==> config.mk <==
export PLATFORM = sky130hd
export DESIGN_NAME = spi_req_sched
export DESIGN_NICKNAME = d
export VERILOG_FILES = /design/src/rtl/spi_sched_pkg.sv /design/src/rtl/spi_sched_cnt.sv /design/src/rtl/spi_req_sched.sv
export SDC_FILE = /design/constraint.sdc
export NUM_CORES = 1
export LEC_CHECK = 0
export CAP_MARGIN = 20
export CORE_ASPECT_RATIO = 1.4
export CORE_UTILIZATION = 38
export CTS_CLUSTER_SIZE = 16
export DETAILED_ROUTE_END_ITERATION = 10
export GPL_TIMING_DRIVEN = 0
export SETUP_SLACK_MARGIN = 0.4
export SKIP_CTS_REPAIR_TIMING = 1
export SYNTH_ARGS = -nofsm -noshare
export SYNTH_HDL_FRONTEND = slang
export SYNTH_SLANG_ARGS = --single-unit
==> constraint.sdc <==
create_clock -name WB_CLK_I -period 5.2 [get_ports WB_CLK_I]
set_input_delay 1.3 -clock WB_CLK_I [delete_from_list [all_inputs] [get_ports WB_CLK_I]]
set_output_delay 1.3 -clock WB_CLK_I [all_outputs]
set_load 0.03 [all_outputs]
==> src/rtl/spi_sched_pkg.sv <==
// Shared types and constants for the SPI request scheduler: FSM states,
// SPI command bytes, frame length, request/response field positions.
package spi_sched_pkg;

    typedef enum logic [2:0] {
        ST_IDLE,
        ST_SETUP,
        ST_SEND,
        ST_WAIT,
        ST_HOLD,
        ST_ACK,
        ST_RELEASE
    } state_t;

    localparam logic [7:0]  CMD_RD       = 8'h03;
    localparam logic [7:0]  CMD_WR       = 8'h02;
    localparam int unsigned FRAME_BYTES  = 6;

    localparam int unsigned REQ_RD_BIT   = 0;
    localparam int unsigned REQ_WDAT_LSB = 1;
    localparam int unsigned REQ_ADR_LSB  = 33;
    localparam int unsigned RSP_ADR_LSB  = 0;
    localparam int unsigned RSP_RDAT_LSB = 8;

    // Byte shifted out at frame position idx; reads clock out zeros as data.
    function automatic logic [7:0] frame_byte(input logic [2:0]  idx,
                                              input logic        rd,
                                              input logic [7:0]  adr,
                                              input logic [31:0] wdat);
        case (idx)
            3'd0:    frame_byte = rd ? CMD_RD : CMD_WR;
            3'd1:    frame_byte = adr;
            3'd2:    frame_byte = rd ? 8'h00 : wdat[31:24];
            3'd3:    frame_byte = rd ? 8'h00 : wdat[23:16];
            3'd4:    frame_byte = rd ? 8'h00 : wdat[15:8];
            3'd5:    frame_byte = rd ? 8'h00 : wdat[7:0];
            default: frame_byte = 8'h00;
        endcase
    endfunction

endpackage

==> src/rtl/spi_sched_cnt.sv <==
// Loadable down-counter with zero flag; shared by the CS setup, CS hold
// and per-byte timeout intervals of the scheduler.
module spi_sched_cnt #(
    parameter int unsigned W = 4
) (
    input  logic         i_clk,
    input  logic         i_rst,
    input  logic         i_load,
    input  logic [W-1:0] i_val,
    input  logic         i_dec,
    output logic         o_zero
);

    logic [W-1:0] r_cnt;

    always_ff @(posedge i_clk) begin
        if (i_rst) begin
            r_cnt <= '0;
        end else if (i_load) begin
            r_cnt <= i_val;
        end else if (i_dec && (r_cnt != '0)) begin
            r_cnt <= r_cnt - 1'b1;
        end
    end

    assign o_zero = (r_cnt == '0);

endmodule

==> src/rtl/spi_req_sched.sv <==
// Request scheduler: frames one buffered request into CS + six SPI bytes.
// Optional per-byte timeout/abort enabled by defining SPI_SCHED_TIMEOUT_EN.
module spi_req_sched
    import spi_sched_pkg::*;
#(
    parameter int unsigned CS_SETUP = 2,
    parameter int unsigned CS_HOLD  = 2,
    parameter int unsigned TIMEOUT  = 1023
) (
    input  logic        WB_CLK_I,
    input  logic        WB_RST_I,
    input  logic        BUF_STATUS,
    input  logic [40:0] BUF_DATA_I,
    output logic [40:0] BUF_DATA_O,
    output logic        BUF_ACK,
    output logic        SPI_START,
    output logic [7:0]  SPI_TX,
    input  logic [7:0]  SPI_RX,
    input  logic        SPI_DONE,
    output logic        SPI_CS_N,
    output logic        ERR
);

    localparam int unsigned CNT_MAX =
        (TIMEOUT > CS_SETUP) ? ((TIMEOUT > CS_HOLD) ? TIMEOUT : CS_HOLD)
                             : ((CS_SETUP > CS_HOLD) ? CS_SETUP : CS_HOLD);
    localparam int unsigned CW = $clog2(CNT_MAX + 1);

    state_t          r_state, w_next;
    logic [2:0]      r_idx;
    logic [7:0]      r_adr;
    logic [31:0]     r_wdat;
    logic            r_rd;
    logic [31:0]     r_rdata;
    logic [40:0]     r_dout;
    logic            w_cnt_load, w_cnt_dec, w_cnt_zero;
    logic [CW-1:0]   w_cnt_val;
    logic            w_cs_n, w_start, w_ack, w_last;
    logic [7:0]      w_tx;
`ifdef SPI_SCHED_TIMEOUT_EN
    logic            r_err;
    logic            w_timeout;
`endif

    assign w_last = (r_idx == 3'(FRAME_BYTES - 1));

    spi_sched_cnt #(.W(CW)) u_cnt (
        .i_clk  (WB_CLK_I),
        .i_rst  (WB_RST_I),
        .i_load (w_cnt_load),
        .i_val  (w_cnt_val),
        .i_dec  (w_cnt_dec),
        .o_zero (w_cnt_zero)
    );

    always_ff @(posedge WB_CLK_I) begin
        if (WB_RST_I) r_state <= ST_IDLE;
        else          r_state <= w_next;
    end

    always_comb begin
        w_next     = r_state;
        w_cnt_load = 1'b0;
        w_cnt_val  = '0;
        w_cnt_dec  = 1'b0;
        w_cs_n     = 1'b1;
        w_start    = 1'b0;
        w_tx       = '0;
        w_ack      = 1'b0;
`ifdef SPI_SCHED_TIMEOUT_EN
        w_timeout  = 1'b0;
`endif
        case (r_state)
            ST_IDLE: begin
                if (BUF_STATUS) begin
                    w_next     = ST_SETUP;
                    w_cnt_load = 1'b1;
                    w_cnt_val  = CW'(CS_SETUP - 1);
                end
            end
            ST_SETUP: begin
                w_cs_n = 1'b0;
                if (w_cnt_zero) w_next = ST_SEND;
                else            w_cnt_dec = 1'b1;
            end
            ST_SEND: begin
                w_cs_n     = 1'b0;
                w_start    = 1'b1;
                w_tx       = frame_byte(r_idx, r_rd, r_adr, r_wdat);
                w_next     = ST_WAIT;
                w_cnt_load = 1'b1;
                w_cnt_val  = CW'(TIMEOUT - 1);
            end
            ST_WAIT: begin
                w_cs_n = 1'b0;
                // A DONE coinciding with counter expiry completes the byte normally.
                if (SPI_DONE) begin
                    if (w_last) begin
                        w_next     = ST_HOLD;
                        w_cnt_load = 1'b1;
                        w_cnt_val  = CW'(CS_HOLD - 1);
                    end else begin
                        w_next = ST_SEND;
                    end
                end
`ifdef SPI_SCHED_TIMEOUT_EN
                else if (w_cnt_zero) begin
                    w_timeout = 1'b1;
                    w_next    = ST_ACK;
                end else begin
                    w_cnt_dec = 1'b1;
                end
`endif
            end
            ST_HOLD: begin
                w_cs_n = 1'b0;
                if (w_cnt_zero) w_next = ST_ACK;
                else            w_cnt_dec = 1'b1;
            end
            ST_ACK: begin
                w_ack  = 1'b1;
                w_next = ST_RELEASE;
            end
            ST_RELEASE: begin
                if (!BUF_STATUS) w_next = ST_IDLE;
            end
            default: w_next = ST_IDLE;
        endcase
    end

    always_ff @(posedge WB_CLK_I) begin
        if (WB_RST_I) begin
            r_idx   <= '0;
            r_adr   <= '0;
            r_wdat  <= '0;
            r_rd    <= 1'b0;
            r_rdata <= '0;
            r_dout  <= '0;
`ifdef SPI_SCHED_TIMEOUT_EN
            r_err   <= 1'b0;
`endif
        end else begin
            if ((r_state == ST_IDLE) && BUF_STATUS) begin
                r_adr   <= BUF_DATA_I[REQ_ADR_LSB +: 8];
                r_wdat  <= BUF_DATA_I[REQ_WDAT_LSB +: 32];
                r_rd    <= BUF_DATA_I[REQ_RD_BIT];
                r_idx   <= '0;
                r_rdata <= '0;
            end
            if ((r_state == ST_WAIT) && SPI_DONE) begin
                if (r_rd && (r_idx >= 3'd2)) r_rdata <= {r_rdata[23:0], SPI_RX};
                if (!w_last) r_idx <= r_idx + 3'd1;
            end
            if ((r_state == ST_HOLD) && w_cnt_zero) begin
                r_dout <= '0;
                r_dout[RSP_RDAT_LSB +: 32] <= r_rdata;
                r_dout[RSP_ADR_LSB +: 8]   <= r_adr;
            end
`ifdef SPI_SCHED_TIMEOUT_EN
            if (w_timeout) begin
                r_dout <= {1'b0, 32'hFFFF_FFFF, r_adr};
                r_err  <= 1'b1;
            end
`endif
        end
    end

    assign BUF_DATA_O = r_dout;
    assign BUF_ACK    = w_ack;
    assign SPI_START  = w_start;
    assign SPI_TX     = w_tx;
    assign SPI_CS_N   = w_cs_n;
`ifdef SPI_SCHED_TIMEOUT_EN
    assign ERR        = r_err;
`else
    assign ERR        = 1'b0;
`endif

endmodule

# Yosys cells after proc, flatten, opt, wreduce, memory -nomap -nowiden
# Cells that the tools add are included.
# Widths: inputs -> output; s select.
# totals
register_bits,129
output_inout_bits,53
word_cells,75
# classes
n_addsub,2
order_cmp,1
n_eq_ne,16
muxes,35
reduce_logical,13
# op_table
operator,n
$mux 32,3
$pmux 8 s6,1
$mux 8,5
$pmux 10 s3,1
$mux 3,9
$pmux 3 s7,1
$mux 10,2
$eq 3x3->1 const B,5
$eq 3x2->1 const B,4
$mux 1,12
$logic_not 10->1,1
$ne 2x2->1 const B,5
$reduce_bool 10->1,1
$sub 10x1->10 const B,1
$eq 3x1->1 const B,2
$logic_not 3->1,2
$logic_and 1x1->1,5
$reduce_and 5->1,1
$reduce_or 4->1,1
$add 3x1->3 const B,1
$ge 3x2->1 const B,1
$pmux 1 s3,1
$reduce_bool 2->1,1
$reduce_or 2->1,1

# Depth between registers and ports, before layout
# logic_depth
depth_word,6
mapped_depth,8
ltp_nobuf,6

# Hierarchy
# A second synthesis with hierarchy kept.
# unflattened
hier_cells,701
area_unflattened_um2,5597.9
# modules_own_cells
mod,n_inst,cells_each,area_per_inst_um2,seq_area_each_um2
spi_req_sched,1,625,4946.0,2382.3
spi_sched_cnt,1,76,651.9,200.2

# Least setup slack after synthesis
# No wires, ideal clock.
# synth_timing
kind,reg2out
start,reg r_state[1]
end,out SPI_TX[2]
arrival_time_ns,2.507
t_required_ns,3.900
slack_ns,1.393
stages_incl_launch_ff,6
n_path_buf,1
cell_sequence,dfxtp_1 -> buf_2 -> inv_1 -> nor3_1 -> o41ai_1 -> a21oi_1
# synth_via
elab_chain_len,2
# synth_lines
item,line_no,rtl
"start, declared",spi_req_sched.sv:29,"state_t r_state, w_next;"
"start signal, assigned",spi_req_sched.sv:58,else r_state <= w_next;
$eq 3x2->1,spi_req_sched.sv:73,case (r_state)
$mux 8,spi_req_sched.sv:73,
"end, declared",spi_req_sched.sv:17,"output logic [7:0] SPI_TX,"
# No other way between the ends.

# Worst setup path after layout
# layout_timing
start,reg r_idx[2]
end,out SPI_TX[4]
# layout_via
elab_chain_len,3
elab_cells_between_ends,8
cone_classes,eq/ne: 5; mux: 2; reduce/logical: 1
# layout_lines
item,line_no,rtl
"start, declared",spi_req_sched.sv:30,logic [2:0] r_idx;
"start signal, assigned",spi_req_sched.sv:152,if (!w_last) r_idx <= r_idx + 3'd1;
"$eq 3x3->1, or another cell as far along",spi_sched_pkg.sv:30,case (idx)
$pmux 8 s6 (*),spi_sched_pkg.sv:30,
$mux 8 (*),spi_req_sched.sv:73,
# Every way passes the cells marked *; elsewhere a longest branch is shown, timed or not.

==> impl_metrics.json <==
{
  "rrSetupSlack_ns": 2.79,
  "hold_viol_final": 0,
  "overflow": 0,
  "p_per_area_mw_per_mm2": 345,
  "ios": 106,
  "die_w_um": 102,
  "worstSetupPathType": "flop to output port",
  "power_frac_seq_pct": 43.0,
  "vdd_drop_max_mv": 0.164,
  "h-tree-depth": 4,
  "vias": 5146,
  "initial_core_util_pct": 38.7,
  "holdWs_ns": 0.452,
  "rsz0062_at_grt": "no",
  "ys_ff_latch": 129,
  "cts_tree": "yes",
  "setup_violations": 0,
  "p_total_mw": 2.48,
  "num_rows": 51,
  "drcViolationCount": 2,
  "grt_first_pass_wirelength_um": 23100,
  "dieHeight_um": 143,
  "finish.instance_area_mm2": 0.00719,
  "dpl.cell_count": 982,
  "antenna_found_initial": 0,
  "yosysMostFrequentCell": "nand2_1",
  "first_pass_iters": 8,
  "ant_nets": 0,
  "maxSlewViolCount": 0,
  "diodes": 0,
  "ys.flop_type": "dfxtp_1",
  "switching_power_mw": 0.657,
  "drv_cap": 0,
  "rr_worst_depth": 7,
  "min_from": "r_rdata[31]",
  "cp.required_ns": 3.90,
  "fin_crit_sh_pct": 86.8,
  "crit_path_start_kind": "flop",
  "place_ws_ns": 0.831,
  "yosysWarningCount": 0,
  "hpwl_um": 10800,
  "skew_ns": 0.0110,
  "cts.sinks": 129,
  "synth-edff-count": 0,
  "yosysTopAreaCell": "dfxtp_1",
  "synthCells": 693,
  "min_path_cells": 2,
  "clock_path_buffers": 2,
  "p_int_mw": 1.83,
  "coreArea_mm2": 0.0138,
  "grt_pass1_vias": 4895,
  "synth-seq-area-share_pct": 48.2,
  "cp_max_fo": 10,
  "arrival_ns": 3.21,
  "crit_chain": "clkbuf_1 > inv_1 > ha_1 > clkbuf_1 > o41ai_2 > a21oi_1 > clkdlybuf4s50_1",
  "status": "finished with violations",
  "p_leak_nw": 2.49,
  "timing.rr.start": "r_idx[0]",
  "worst_slack_ns": 0.688,
  "final_nets": 876,
  "max_stage_delay_ns": 0.66,
  "grtUsageTotal_pct": 20.5,
  "yosys-top-cells-area": "dfxtp_1, nand2_1, a21oi_1",
  "place.gp.congestion": 0.877,
  "min_path_type": "flop to flop",
  "worstReg2RegEnd": "r_rdata[25]",
  "place_area_mm2": 0.00663,
  "synth_top_area_share_pct": 48.2,
  "utilization_pct": 51.9,
  "vias_per_cell": 5.07,
  "grt_max_degree": 17,
  "p_sw_share_pct": 26.4,
  "critical_path.slowest_cell": "o41ai_2",
  "worstMarginPinSlew_ns": 0.944,
  "combPwrFrac_pct": 12.5,
  "clk_pin_slew_worst_paths_ns": 0.06,
  "routed_wirelength_um": 14400,
  "crit_path_end_kind": "output port",
  "async_reset_ff_share_pct": 0,
  "synth_common_cells": "nand2_1, a21oi_1, dfxtp_1",
  "root_buffer": "clkbuf_16",
  "drt_iter0_drc": 225,
  "synth_cell_type_count": 57,
  "portBuffers": 103,
  "hold_path_end": "BUF_DATA_O[39]",
  "area_growth_pct": 34.2,
  "drt-wirelength-per-cell_um": 14.2,
  "fmax_mhz": 222,
  "p_clk_share_pct": 44.4,
  "final_cells": 1015,
  "netlist_area_mm2": 0.00536,
  "cts_buffers": 17,
  "setup_tns_ns": 0,
  "dieArea_mm2": 0.0146,
  "maxSlewHeadroom_pct": 36.9,
  "period_needed_ns": 4.51,
  "violations": "design-rule violations",
  "avgSynthCellArea_um2": 7.73,
  "worst_path_most_repeated_cell": "clkbuf_1",
  "insertion_delay_ns": 0.41,
  "drive_gt1_share_pct": 6.27
}
## power by group through the flow
stage               clock, mW  sequential [mW]  combinational [mW]
CTS                      1.12             1.07               0.310
detailed placement          0             1.09               0.308
finish                   1.10             1.07               0.311
global placement            0             1.09               0.302
floorplan                   0             1.08               0.205
global route             1.16             1.07               0.345
## sequential cells by signal, summed over array words and instances, names as in the netlist
signal and flops:
BUF_DATA_O 40, r_adr 8, r_idx 3, r_rd 1
r_rdata 32, r_state 3, r_wdat 32, u_cnt.r_cnt 10
## critical path, delay by kind of cell, from the launching register on
kind / cells / cell delay (ns)
DFF: 1 / 0.47
adders and majority gates: 1 / 0.21
buffers and inverters: 4 / 1.34
AOI/OAI and AO/OA: 2 / 0.78
## how the worst max path moves through the flow
stage / endpoint / cells after the start / start / slack [ns]
after floorplan: SPI_TX[2] / 5 / r_state[1] / 1.39
after global placement: SPI_TX[6] / 7 / r_idx[2] / 0.85
after detailed placement: SPI_TX[5] / 7 / r_idx[2] / 0.83
after CTS: SPI_TX[5] / 7 / r_idx[2] / 0.37
after global routing: SPI_TX[5] / 7 / r_idx[2] / 0.53
final: SPI_TX[4] / 7 / r_idx[2] / 0.69
## placed cells by master, fill, tap and decap left out, types with 3 or more instances in the layout
cell               n
a21o_1            13
nor4_1             4
o211ai_1           3
inv_1             11
clkinvlp_4         4
o21ai_0            3
a21oi_1          132
a211o_1            4
clkdlybuf4s50_1  103
clkbuf_16         17
nand3_1           41
buf_2              8
nand4_1            4
nand2_1          216
clkbuf_1          39
or4_1              3
a22oi_1            6
dfxtp_1          129
and2_1             3
nand2b_1           4
ha_1               6
clkinv_2           6
nor2_1            11
buf_1              5
a211oi_1           3
nor3_1             4
## final cells by class
cell class	count	area, um2
flip-flops and latches	129	2580
plain buffers	55	231
repair buffers	104	1040
clock buffers	18	439
multi-input cells	499	2510
inverters	11	41.3
well taps	185	231
clock inverters	14	116
fillers	1370	6650
## metal layers
layer,global-route usage [%],up-vias,wire [um]
li1,-,2616,-
met1,22.4,2370,5970
met2,37.1,135,7580
met3,4.62,25,513
met4,9.17,0,386
met5,0,-,0
## kinds of logic (layout without fill, tap and decap cells)
kind of cell	after synthesis	in the layout	synth area share, %
buf+inv	66	202	5.09
xor+xnor	2	2	0.327
simple gates	305	305	24.5
fa+ha+maj	6	6	1.40
flops	129	129	48.2
mux	2	2	0.397
compound gates	182	182	20.0
other cells	1	2	0.0700
(Power assumes the default switching activity.)
